**config.mk**
```make
export PLATFORM = sky130hd
export DESIGN_NAME = serial_add_ctrl
export DESIGN_NICKNAME = d
export VERILOG_FILES = /design/src/rtl/serial_add_pkg.sv /design/src/rtl/serial_add_ctrl_fa_cell.sv /design/src/rtl/serial_add_ctrl.sv
export SDC_FILE = /design/constraint.sdc
export NUM_CORES = 1
export LEC_CHECK = 0
export BUFFER_PORTS_ARGS = -buffer_cell sky130_fd_sc_hd__buf_4
export CORE_MARGIN = 2
export CORE_UTILIZATION = 25
export DETAILED_ROUTE_END_ITERATION = 12
export GPL_ROUTABILITY_DRIVEN = 0
export SLEW_MARGIN = 40
export SYNTH_ARGS = -nofsm -noshare
export SYNTH_HDL_FRONTEND = slang
export SYNTH_HIERARCHICAL = 1
export SYNTH_SLANG_ARGS = --single-unit
```
**constraint.sdc**
```tcl
create_clock -name clk -period 3.1 [get_ports clk]
set_clock_uncertainty 0.05 [all_clocks]
set_input_delay 0.155 -clock clk [delete_from_list [all_inputs] [get_ports clk]]
set_output_delay 0.155 -clock clk [all_outputs]
set_load 0.005 [all_outputs]
```
**src/rtl/serial_add_pkg.sv**
```systemverilog
// Shared types and defaults for the bit-serial adder controller.
package serial_add_pkg;

    localparam int DEFAULT_WIDTH = 8;

    typedef enum logic [1:0] {
        IDLE = 2'd0,
        RUN  = 2'd1,
        DONE = 2'd2
    } state_t;

endpackage

```
**src/rtl/serial_add_ctrl_fa_cell.sv**
```systemverilog
// One-bit combinational full adder; the only adder logic in the controller.
module fa_cell (
    input  logic x,
    input  logic y,
    input  logic ci,
    output logic s,
    output logic co
);

    assign s  = x ^ y ^ ci;
    assign co = (x & y) | (ci & (x ^ y));

endmodule

```
**src/rtl/serial_add_ctrl.sv**
```systemverilog
// Bit-serial adder controller: one full-adder cell sequenced over WIDTH cycles.
// Optional signed-overflow output is enabled by defining SERIAL_ADD_OVF_EN.
module serial_add_ctrl
    import serial_add_pkg::*;
#(
    parameter int WIDTH = DEFAULT_WIDTH
) (
    input  logic             clk,
    input  logic             rst,
    input  logic             in_valid,
    output logic             in_ready,
    input  logic [WIDTH-1:0] a,
    input  logic [WIDTH-1:0] b,
    input  logic             cin,
    output logic             out_valid,
    input  logic             out_ready,
    output logic [WIDTH-1:0] sum,
    output logic             cout
`ifdef SERIAL_ADD_OVF_EN
    ,
    output logic             ovf
`endif
);

    localparam int CW = (WIDTH > 2) ? $clog2(WIDTH) : 1;
    localparam logic [CW-1:0] LAST = CW'(WIDTH - 1);

    state_t           state;
    logic [CW-1:0]    cnt;
    logic [WIDTH-1:0] a_sh;
    logic [WIDTH-1:0] b_sh;
    logic [WIDTH-1:0] sum_sh;
    logic             carry;
    logic             fa_s;
    logic             fa_co;
`ifdef SERIAL_ADD_OVF_EN
    logic             msb_carry;
`endif

    fa_cell u_fa (
        .x  (a_sh[0]),
        .y  (b_sh[0]),
        .ci (carry),
        .s  (fa_s),
        .co (fa_co)
    );

    assign in_ready  = (state == IDLE);
    assign out_valid = (state == DONE);
`ifdef SERIAL_ADD_OVF_EN
    // Both terms are frozen at the last RUN edge, so ovf is stable through DONE.
    assign ovf = msb_carry ^ cout;
`endif

    // Controller FSM with datapath shift registers and result holding registers.
    always_ff @(posedge clk or posedge rst) begin
        if (rst) begin
            state     <= IDLE;
            cnt       <= {CW{1'b0}};
            a_sh      <= {WIDTH{1'b0}};
            b_sh      <= {WIDTH{1'b0}};
            sum_sh    <= {WIDTH{1'b0}};
            carry     <= 1'b0;
            sum       <= {WIDTH{1'b0}};
            cout      <= 1'b0;
`ifdef SERIAL_ADD_OVF_EN
            msb_carry <= 1'b0;
`endif
        end else begin
            case (state)
                IDLE: begin
                    if (in_valid) begin
                        a_sh   <= a;
                        b_sh   <= b;
                        carry  <= cin;
                        cnt    <= {CW{1'b0}};
                        sum_sh <= {WIDTH{1'b0}};
                        state  <= RUN;
                    end else begin
                        state  <= IDLE;
                    end
                end
                RUN: begin
                    a_sh   <= a_sh >> 1;
                    b_sh   <= b_sh >> 1;
                    sum_sh <= {fa_s, sum_sh[WIDTH-1:1]};
                    carry  <= fa_co;
                    if (cnt == LAST) begin
                        // Result registers change only here, keeping sum/cout quiet during RUN.
                        sum       <= {fa_s, sum_sh[WIDTH-1:1]};
                        cout      <= fa_co;
`ifdef SERIAL_ADD_OVF_EN
                        msb_carry <= carry;
`endif
                        state     <= DONE;
                    end else begin
                        cnt       <= cnt + CW'(1);
                    end
                end
                DONE: begin
                    if (out_ready) begin
                        state <= IDLE;
                    end else begin
                        state <= DONE;
                    end
                end
                default: begin
                    state <= IDLE;
                end
            endcase
        end
    end

endmodule
```
Word level (Yosys, flattened, before mapping)
Cells that the tools add are included.

Logic and storage cells: 40. Input port bits: 21. Output and inout port bits: 11. Register bits after elaboration: 39.

Add/subtract/negate cells: 1. Reduce and logical (&&, ||, !) cells: 5. Bitwise logic cells: 5. Eq/ne operators: 6. Mux-type cells: 15.

Operator list (number): $pmux 8 s2 (3); $mux 8 (3); $mux 3 (2); $ne 2x2->1 const B (3); $pmux 2 s3 (1); $pmux 3 s2 (1); $mux 2 (2); $reduce_and 2->1 (2); $add 3x1->3 const B (1); $eq 3x3->1 const B (1); $reduce_and 3->1 (1); $and 1x1->1 (2); $eq 2x1->1 const B (1); $eq 2x2->1 const B (1); $logic_not 2->1 (1); $mux 1 (2); $pmux 1 s2 (1); $reduce_bool 2->1 (1); $xor 1x1->1 (2); $or 1x1->1 (1).

Longest topological paths before layout
Gate-level depths: netlist (run 1).

Word-level depth: 4. Mapped depth: 5. Depth with buffers taken out: 5.

Hierarchy
The synthesis (run 1) kept the hierarchy.

By module, submodules not included: serial_add_ctrl (cells each 148, times used 1, area each 1731.7 um^2, sequential area each 950.9 um^2); fa_cell (cells each 1, times used 1, area each 20.0 um^2, sequential area each 0.0 um^2).

Worst setup path after synthesis (run 1)
No wires, ideal clock.

Path type: register -> register. Start point: register cnt[0]. End point: register cout. Path slack: 1.617 ns. Period minus slack after synthesis: 1.483 ns. Data required time: 2.925 ns. Arrival time: 1.309 ns. Cell stages (with the launch flop): 5. Setup time: 0.125 ns. Path through: dfrtp_1 ha_1 ha_1 nand2_2 mux2_2.

Word-level cells in the longest chain between the ends: 2.

Ends and longest elaborated chain: from (decl) (RTL line serial_add_ctrl.sv:29) `logic [CW-1:0] cnt;`; from (signal assigned) (RTL line serial_add_ctrl.sv:59) `cnt <= {CW{1'b0}};`; from (signal assigned) (RTL line serial_add_ctrl.sv:76) `cnt <= {CW{1'b0}};`; from (signal assigned) (RTL line serial_add_ctrl.sv:97) `cnt <= cnt + CW'(1);`; $eq 3x3->1 (RTL line serial_add_ctrl.sv:88) `if (cnt == LAST) begin`; $reduce_and 2->1 (no line); to (signal assigned) (RTL line serial_add_ctrl.sv:91) `cout <= fa_co;`; to (decl) (RTL line serial_add_ctrl.sv:18) `output logic cout`.

No other way between the ends. A chain may end at the register's enable or synchronous reset.

Final worst setup path (run 1)
Start point: register state[1]. End point: register sum[2].

Word-level cells in the longest chain between the ends: 2.

Ends and longest elaborated chain: from (decl) (RTL line serial_add_ctrl.sv:28) `state_t state;`; from (signal assigned) (RTL line serial_add_ctrl.sv:58) `state <= IDLE;`; from (signal assigned) (RTL line serial_add_ctrl.sv:78) `state <= RUN;`; from (signal assigned) (RTL line serial_add_ctrl.sv:80) `state <= IDLE;`; $eq 2x1->1 (RTL line serial_add_ctrl.sv:70) `case (state)`; $reduce_and 2->1 (no line); to (signal assigned) (RTL line serial_add_ctrl.sv:64) `sum <= {WIDTH{1'b0}};`; to (signal assigned) (RTL line serial_add_ctrl.sv:90) `sum <= {fa_s, sum_sh[WIDTH-1:1]};`; to (decl) (RTL line serial_add_ctrl.sv:17) `output logic [WIDTH-1:0] sum,`.

No other way between the ends.

==> flow_summary_export.csv, run 1 <==
group,metric,value,unit
global_route,grt_pass1_vias,1268,
global_route,antenna_found_initial,0,
drt,drc,0,
clock_tree,path_clk_slew,0.08,ns
drt,ant_nets,0,
global_route,grt_overflow,0,
floorplan,start_util,25.8,%
clock_tree,cts_made_buffers,5,
pwr,clock_power_share,17.4,%
synthesis,synth_top_cells_by_area,"dfrtp_1, mux2_2, a22o_1",
finish,nets,206,
hold_path,min_path_cells,3,
finish,final_common_cell,"dfrtp_1",
drt,wl,3.63,mm
sta,whs,0.0565,ns
synthesis,synth-seq-cells,38,
floorplan,fp.coreArea,6790,um2
sta,hold_violations,0,
pwr,switchingPower,0.636,mW
pwr,powerDensity,883,nW/um2
sta,rsz0062_at_grt,"no",
floorplan,rows,30,
clock_tree,cts_buffer_depth,2,
clock_tree,ctsRootBufferMaster,"clkbuf_8",
synthesis,synth_top_area_share,54.3,%
global_route,grt_max_degree,39,
pwr,ir_drop,0.000294,V
finish,drive_above_1_share,31.1,%
sta,tightest_slew,0.650,ns
floorplan,die_w,87.7,um
drt,viasPerCell,4.48,
pwr,swShare,33.2,%
critical_path,crit_type,"flop to flop",
sta,max_freq,570,MHz
clock_tree,htree_levels,2,
hold_path,whs_endpoint,"b_sh[7]$_DFFE_PP0P_",
sta,finalCritPeriodShare,56.6,%
synthesis,synth.avg_cell_area,11.8,um2
pwr,p_leak,1.01,nW
finish,utilization,32.0,%
finish,multi_input_area,719,um2
critical_path,slowest_stage,"nor2b_2",
hold_path,min_from,"b[7]",
synthesis,ys_seq_area_share,54.3,%
finish,fill_cells,699,
synthesis,syn_nets,173,
finish,antennaDiodeCount,0,
finish,seqCellArea,951,um2
global_route,grt_pass1_wl,6.03,mm
critical_path,cp-start-kind,"flop",
critical_path,worstPathArrival,1.88,ns
sta,slew-limit-headroom,56.5,%
clock_tree,post_cts_resized,0,
synthesis,synthDistinctLibCells,24,
drt,first_iter_violations,80,
critical_path,critPathMaxFanout,16,
critical_path,ff2ff_path_depth,3,
critical_path,critical_path.cell_chain,"nor2b_2 -> nand2_2 -> mux2_2",
pwr,p_int,1.28,mW
critical_path,reg2reg_to,"sum[2]$_DFFE_PP0P_",
clock_tree,postCtsHoldBufs,1,
floorplan,pin_count,32,
sta,drv_slew,0,
finish,syn_to_final_growth,23.9,%
pwr,power_frac_seq,44.3,%
critical_path,r2r_start,"state[1]$_DFFE_PP0P_",
floorplan,fp.dieH,87.7,um
placed_design,portBuffers,31,
clock_tree,cts_tree,"built",
critical_path,crit_path_max_incr_delay,0.54,ns
job,drv_cap,0,
hold_path,min_path_type,"primary input to flop",
critical_path,cp-end-kind,"flop",
sta,setup_viol,0,
global_route,grt.total_usage,10.0,%
clock_tree,clk_latency,0.29,ns
clock_tree,clkSinkCount,38,
critical_path,crit_required,3.23,ns
floorplan,dieArea,7690,um2
sta,tns,0,ns
finish,final_cell_mix,"dfrtp_1, buf_4, o21ai_0",
clock_tree,cts_setup_buffers,0,
sta,fin_crit,1.76,ns
drt,first_pass_iters,4,
synthesis,ys_warn_count,6,
critical_path,reg2reg_slack,1.34,ns
synthesis,synth_area_leader_cell,"dfrtp_1",
drt,num_vias,1250,
pwr,comb_power_share,38.3,%
placed_design,dpl.hpwl,2.44,mm
outcome,status,"complete, no violations",
synthesis,syn_area,1750,um2
drt,wl_per_cell,13.0,um
synthesis,synthCells,149,
-- logic make-up after synthesis --
logic type / count (synthesis) / synth area share, %
multiplexers: 10 / 6.43
buffers and inverters: 15 / 4.79
flip-flops: 38 / 54.3
adder cells (fa/ha/maj): 3 / 2.57
AO/OA/AOI/OAI: 44 / 19.2
AND/OR/NAND/NOR: 39 / 12.7
-- per-stage QoR --
step / std cells / instance area [um2] / setup slack (ns) / power [mW]
after floorplan: 149 / 1750 / 1.62 / 1.39
after global placement: 269 / 2060 / 0.986 / 1.58
after detailed placement: 269 / 2060 / 1.33 / 1.60
after CTS: 278 / 2160 / 1.31 / 1.94
after global routing: 279 / 2170 / 1.22 / 2.07
final: 279 / 2170 / 1.34 / 1.92
-- worst max-delay path: cells and delay by family (launching register included) --
kind	cells	cell delay, ns
simple gates	2	0.85
mux	1	0.35
flops	1	0.40
-- area by class of cell --
type	instances	area share, %
repair buffers	36	12.7
inverters	5	0.865
flip-flops and latches	38	43.8
clock buffers	6	3.34
multi-input cells	96	33.1
well taps	96	5.53
clock inverters	2	0.634
-- sequential cells by signal, indices dropped and copies added (netlist names) --
signal / count
a_sh: 8
b_sh: 8
sum: 8
sum_sh: 7
cnt: 3
state: 2
carry: 1
cout: 1
-- power groups by stage --
stage,registers [mW],logic (mW),clock network (mW)
6_report,0.849,0.734,0.333
5_1_grt,0.877,0.824,0.372
4_1_cts,0.849,0.747,0.347
3_5_place_dp,0.858,0.743,0
3_3_place_gp,0.852,0.729,0
2_1_floorplan,0.827,0.560,0
-- Yosys cell counts, drive strengths merged --
cell type	instances
fa	1
nor2	4
inv	5
o21ai	13
o221a	2
nand2	11
dfrtp	38
nor3b	5
ha	2
o22a	3
nand3b	2
a22o	12
a21oi	4
mux2	10
a221oi	2
nor2b	4
nand2b	12
a221o	8
or2	1
buf	10
-- how the worst max path moves through the flow --
stage / startpoint / to / slack, ns / depth (start not counted)
6_report: state[1]$_DFFE_PP0P_ / sum[2]$_DFFE_PP0P_ / 1.34 / 3
5_1_grt: state[1]$_DFFE_PP0P_ / sum[2]$_DFFE_PP0P_ / 1.22 / 3
4_1_cts: state[1]$_DFFE_PP0P_ / sum[0]$_DFFE_PP0P_ / 1.31 / 3
3_5_place_dp: state[1]$_DFFE_PP0P_ / sum[2]$_DFFE_PP0P_ / 1.33 / 3
3_3_place_gp: state[1]$_DFFE_PP0P_ / sum[0]$_DFFE_PP0P_ / 0.99 / 3
2_1_floorplan: cnt[0]$_DFFE_PP0P_ / cout$_DFFE_PP0P_ / 1.62 / 4
-- layer usage --
metal	vias to the layer above	global-route usage (%)	part of all wire (%)
met2	33	15.3	44
met1	605	13.5	49
met4	0	2.94	0.85
met5	-	0	0
li1	607	-	-
met3	5	3.49	5.6
(Power assumes the default switching activity.)
==> inputs of run 2 (changes only) <==
Clock period 3.1 ns to 1.7 ns, I/O delays scaled along.
==> flow_summary_export.csv, run 2 (synthesis gave the netlist of run 1 again) <==
group,metric,value,unit
outcome,status,"complete, no violations",
critical_path,path_delay_family,"flip-flops",
clock_tree,htree_levels,2,
critical_path,crit_type,"flop to output pin",
drt,wl,3.61,mm
pwr,p_leak,1.05,nW
clock_tree,clkSinkCount,38,
placed_design,dpl.hpwl,2.61,mm
drt,drc,0,
clock_tree,ctsRootBufferMaster,"clkbuf_8",
sta,tns,0,ns
clock_tree,cts_tree,"built",
finish,utilization,33.0,%
placed_design,place_inst,273,
sta,drv_slew,0,
drt,first_pass_iters,4,
global_route,grt_max_degree,39,
critical_path,crit_required,1.56,ns
global_route,grt_pass1_vias,1300,
critical_path,crit_path_max_incr_delay,0.47,ns
floorplan,die_w,87.7,um
clock_tree,clk_latency,0.29,ns
drt,viasPerCell,4.41,
drt,wl_per_cell,12.7,um
finish,seqCellArea,951,um2
finish,reg_top3,"a_sh (8), b_sh (8), sum (8)",
sta,fin_crit,1.59,ns
placed_design,pre_cts_slack,0.0647,ns
floorplan,rows,30,
drt,ant_nets,0,
critical_path,cp-end-kind,"output pin",
critical_path,cpMostUsedCell,"buf_4",
drt,first_iter_violations,71,
sta,tightest_slew,0.473,ns
drt,num_vias,1253,
sta,setup_viol,0,
clock_tree,cts_buffer_depth,2,
pwr,powerDensity,1640,nW/um2
floorplan,fp.dieH,87.7,um
finish,drive_above_1_share,32.4,%
clock_tree,cts_made_buffers,5,
sta,max_freq,630,MHz
global_route,antenna_found_initial,0,
finish,final_cell_mix,"dfrtp_1, buf_4, o21ai_0",
sta,slew-limit-headroom,68.5,%
critical_path,critical_path.cell_chain,"buf_4 -> nor2_1 -> buf_4",
hold_path,min_path_type,"primary input to flop",
job,drv_cap,0,
finish,multi_input_area,727,um2
placed_design,place_area,2090,um2
floorplan,start_util,25.8,%
finish,antennaDiodeCount,0,
critical_path,cp_num_buf_inv,2,
pwr,power,3.67,mW
finish,fill_cells,696,
global_route,grt.total_usage,10.8,%
sta,finalCritPeriodShare,93.3,%
pwr,ir_drop,0.000630,V
global_route,grt_overflow,0,
critical_path,critPathMaxFanout,10,
placed_design,portBuffers,31,
sta,whs,0.00667,ns
sta,rsz0062_at_grt,"no",
floorplan,fp.coreArea,6790,um2
sta,worst_slack,0.113,ns
floorplan,dieArea,7690,um2
finish,syn_to_final_growth,28.0,%
finish,fin_area,2240,um2
critical_path,worstPathArrival,1.45,ns
floorplan,pin_count,32,
critical_path,cp-start-kind,"flop",
critical_path,slowest_stage,"dfrtp_1",
global_route,grt_pass1_wl,6.36,mm
finish,finalNonFillerCells,284,
sta,hold_violations,0,
clock_tree,path_clk_slew,0.07,ns
finish,nets,211,
## run 2: cell type report
| cell class | count | area share, % |
|---|---|---|
| inverters | 5 | 0.837 |
| well taps | 96 | 5.36 |
| clock buffers | 8 | 4.91 |
| repair buffers | 41 | 14.1 |
| multi-input cells | 96 | 32.4 |
| flip-flops and latches | 38 | 42.4 |
## run 2: final timing paths
| path | from | to | slack [ns] | cells after the start |
|---|---|---|---|---|
| max | state[0]$_DFFE_PP0P_ | in_ready | 0.11 | 3 |
| min | a[7] | a_sh[7]$_DFFE_PP0P_ | 0.007 | 3 |
| max reg2reg | cnt[0]$_DFFE_PP0P_ | sum[3]$_DFFE_PP0P_ | 0.13 | 4 |
| min reg2reg | a_sh[2]$_DFFE_PP0P_ | a_sh[2]$_DFFE_PP0P_ | 0.46 | 1 |
| max in group asynchronous | rst | sum_sh[4]$_DFFE_PP0P_ | 0.85 | 4 |
| min in group asynchronous | rst | b_sh[3]$_DFFE_PP0P_ | 0.42 | 4 |
## run 2: repair_timing
action | CTS | global route
hold buffers | 3 | 0
endpoints found under the setup margin | 0 | 9
resized for setup | 0 | 2
endpoints found under the hold margin | 40 | 0
setup buffers | 0 | 0
## run 2: tightest hold or removal path: stages
cell     delay (ns)
buf_4          0.11
nand2_1        0.04
o21ai_0        0.07
## run 2: power breakdown
| part | total (mW) | internal (mW) | switching (mW) | leakage [nW] |
|---|---|---|---|---|
| clock network | 0.718 | 0.409 | 0.308 | 0.0575 |
| registers | 1.57 | 1.29 | 0.273 | 0.482 |
| logic | 1.39 | 0.793 | 0.595 | 0.511 |
| total | 3.67 | 2.50 | 1.18 | 1.05 |
## run 2: metal layers
layer | vias up | routed length (um) | global-route usage [%]
li1 | 614 | - | -
met1 | 610 | 1800 | 15.6
met2 | 26 | 1600 | 15.2
met3 | 3 | 173 | 3.77
met4 | 0 | 30 | 3.36
met5 | - | 0 | 0
==> inputs of run 3 (changes only) <==
Settings changed: CTS_BUF_LIST set to sky130_fd_sc_hd__clkbuf_2 sky130_fd_sc_hd__clkbuf_4 sky130_fd_sc_hd__clkbuf_8.
Clock period 1.7 ns to 1.8 ns, I/O delays scaled along.
==> flow_summary_export.csv, run 3 (synthesis gave the netlist of run 1 again) <==
group,metric,value,unit
hold_path,min_from,"a[3]",
clock_tree,cts_buffer_depth,2,
critical_path,reg2reg_to,"sum[5]$_DFFE_PP0P_",
sta,finalCritPeriodShare,89.7,%
critical_path,cp-start-kind,"flop",
finish,utilization,32.7,%
drt,num_vias,1280,
drt,drc,0,
critical_path,crit_type,"flop to flop",
sta,setup_viol,0,
global_route,grt_pass1_wl,6.27,mm
pwr,swShare,32.9,%
drt,wl,3.56,mm
pwr,p_leak,1.03,nW
critical_path,crit_required,1.93,ns
finish,drive_above_1_share,31.6,%
clock_tree,clkSinkCount,38,
global_route,grt_max_degree,39,
floorplan,fp.dieH,87.7,um
floorplan,pin_count,32,
global_route,grt_overflow,0,
sta,drv_slew,0,
clock_tree,clk_latency,0.29,ns
floorplan,die_w,87.7,um
critical_path,reg2reg_slack,0.19,ns
pwr,clock_power_share,18.1,%
critical_path,worstPathArrival,1.74,ns
drt,first_iter_violations,103,
floorplan,dieArea,7690,um2
sta,tightest_slew,0.470,ns
critical_path,critical_path.cell_chain,"ha_1 -> ha_1 -> nand2_2 -> mux2_2",
sta,max_freq,619,MHz
finish,antennaDiodeCount,0,
clock_tree,cts_setup_buffers,0,
critical_path,cp-end-kind,"flop",
global_route,antenna_found_initial,0,
critical_path,cpMostUsedCell,"ha_1",
finish,final_cell_mix,"dfrtp_1, buf_4, o21ai_0",
job,drv_cap,0,
placed_design,portBuffers,31,
finish,reg_top3,"a_sh (8), b_sh (8), sum (8)",
critical_path,critPathMaxFanout,10,
finish,syn_to_final_growth,27.0,%
outcome,status,"complete, no violations",
drt,wl_per_cell,12.6,um
sta,fin_crit,1.61,ns
global_route,grt_pass1_vias,1309,
clock_tree,cts_made_buffers,5,
pwr,comb_power_share,38.3,%
clock_tree,htree_levels,2,
sta,rsz0062_at_grt,"no",
placed_design,dpl.hpwl,2.47,mm
drt,ant_nets,0,
critical_path,crit_path_max_incr_delay,0.40,ns
floorplan,rows,30,
global_route,grt.total_usage,10.7,%
finish,nets,210,
sta,slew-limit-headroom,68.7,%
hold_path,min_path_type,"primary input to flop",
hold_path,min_path_cells,3,
sta,tns,0,ns
clock_tree,cts_tree,"built",
hold_path,whs_endpoint,"a_sh[3]$_DFFE_PP0P_",
critical_path,ff2ff_path_depth,4,
pwr,p_int,2.28,mW
clock_tree,ctsRootBufferMaster,"clkbuf_8",
pwr,switchingPower,1.12,mW
critical_path,startpoint,"cnt[0]$_DFFE_PP0P_",
finish,final_common_cell,"dfrtp_1",
clock_tree,post_cts_resized,0,
floorplan,fp.coreArea,6790,um2
floorplan,start_util,25.8,%
sta,hold_violations,0,
pwr,ir_drop,0.000427,V
clock_tree,path_clk_slew,0.07,ns
pwr,power_frac_seq,43.6,%
drt,viasPerCell,4.52,
critical_path,slowest_stage,"dfrtp_1",
pwr,powerDensity,1530,nW/um2
drt,first_pass_iters,4,
critical_path,r2r_start,"cnt[0]$_DFFE_PP0P_",
-- run 3: final cells by class --
type / instances / area [um2]
clock buffer: 6 / 82.6
clock inverter: 2 / 12.5
fill: 685 / 4570
inverter: 5 / 18.8
multi-input combinational: 96 / 717
sequential: 38 / 951
tap: 96 / 120
timing repair buffer: 40 / 323
-- run 3: timing repair --
action                                 in CTS  in global routing
hold buffers                                4                  0
setup endpoints to repair                   0                  0
endpoints found under the hold margin      41                  0
-- run 3: stage by stage --
stage	power, mW	setup slack (ns)	cells	hold slack [ns]	area, um2
2_1_floorplan	2.39	0.317	149	0.148	1750
3_3_place_gp	2.76	0.230	271	0.192	2090
3_5_place_dp	2.80	0.186	271	0.190	2090
4_1_cts	3.43	0.181	283	0.0872	2220
5_1_grt	3.67	0.0900	283	0.105	2220
6_report	3.39	0.186	283	0.0895	2220
-- run 3: critical path: cells and delay by family, from the launching register on --
| family | cells | cell delay [ns] |
|---|---|---|
| simple gates | 1 | 0.24 |
| fa+ha+maj | 2 | 0.45 |
| mux | 1 | 0.37 |
| flops | 1 | 0.40 |
-- run 3: worst max path at each step --
stage                              end  slack (ns)
finish              sum[5]$_DFFE_PP0P_        0.19
detailed placement  sum[3]$_DFFE_PP0P_        0.19
global route        sum[5]$_DFFE_PP0P_        0.09
CTS                 sum[5]$_DFFE_PP0P_        0.18
floorplan             cout$_DFFE_PP0P_        0.32
global placement    sum[0]$_DFFE_PP0P_        0.23
-- run 3: power groups by stage --
| stage | Combinational, mW | Sequential (mW) | Clock, mW |
|---|---|---|---|
| 2_1_floorplan | 0.964 | 1.42 | 0 |
| 3_3_place_gp | 1.27 | 1.49 | 0 |
| 3_5_place_dp | 1.31 | 1.49 | 0 |
| 4_1_cts | 1.32 | 1.48 | 0.627 |
| 5_1_grt | 1.45 | 1.54 | 0.676 |
| 6_report | 1.30 | 1.48 | 0.614 |
-- run 3: metal layers --
| metal | up-vias | global-route usage (%) | share of wire, % |
|---|---|---|---|
| met5 | - | 0 | 0 |
| met4 | 0 | 5.03 | 1.9 |
| met3 | 8 | 3.39 | 5.8 |
| met2 | 35 | 15.7 | 44 |
| met1 | 623 | 14.3 | 48 |
| li1 | 614 | - | - |
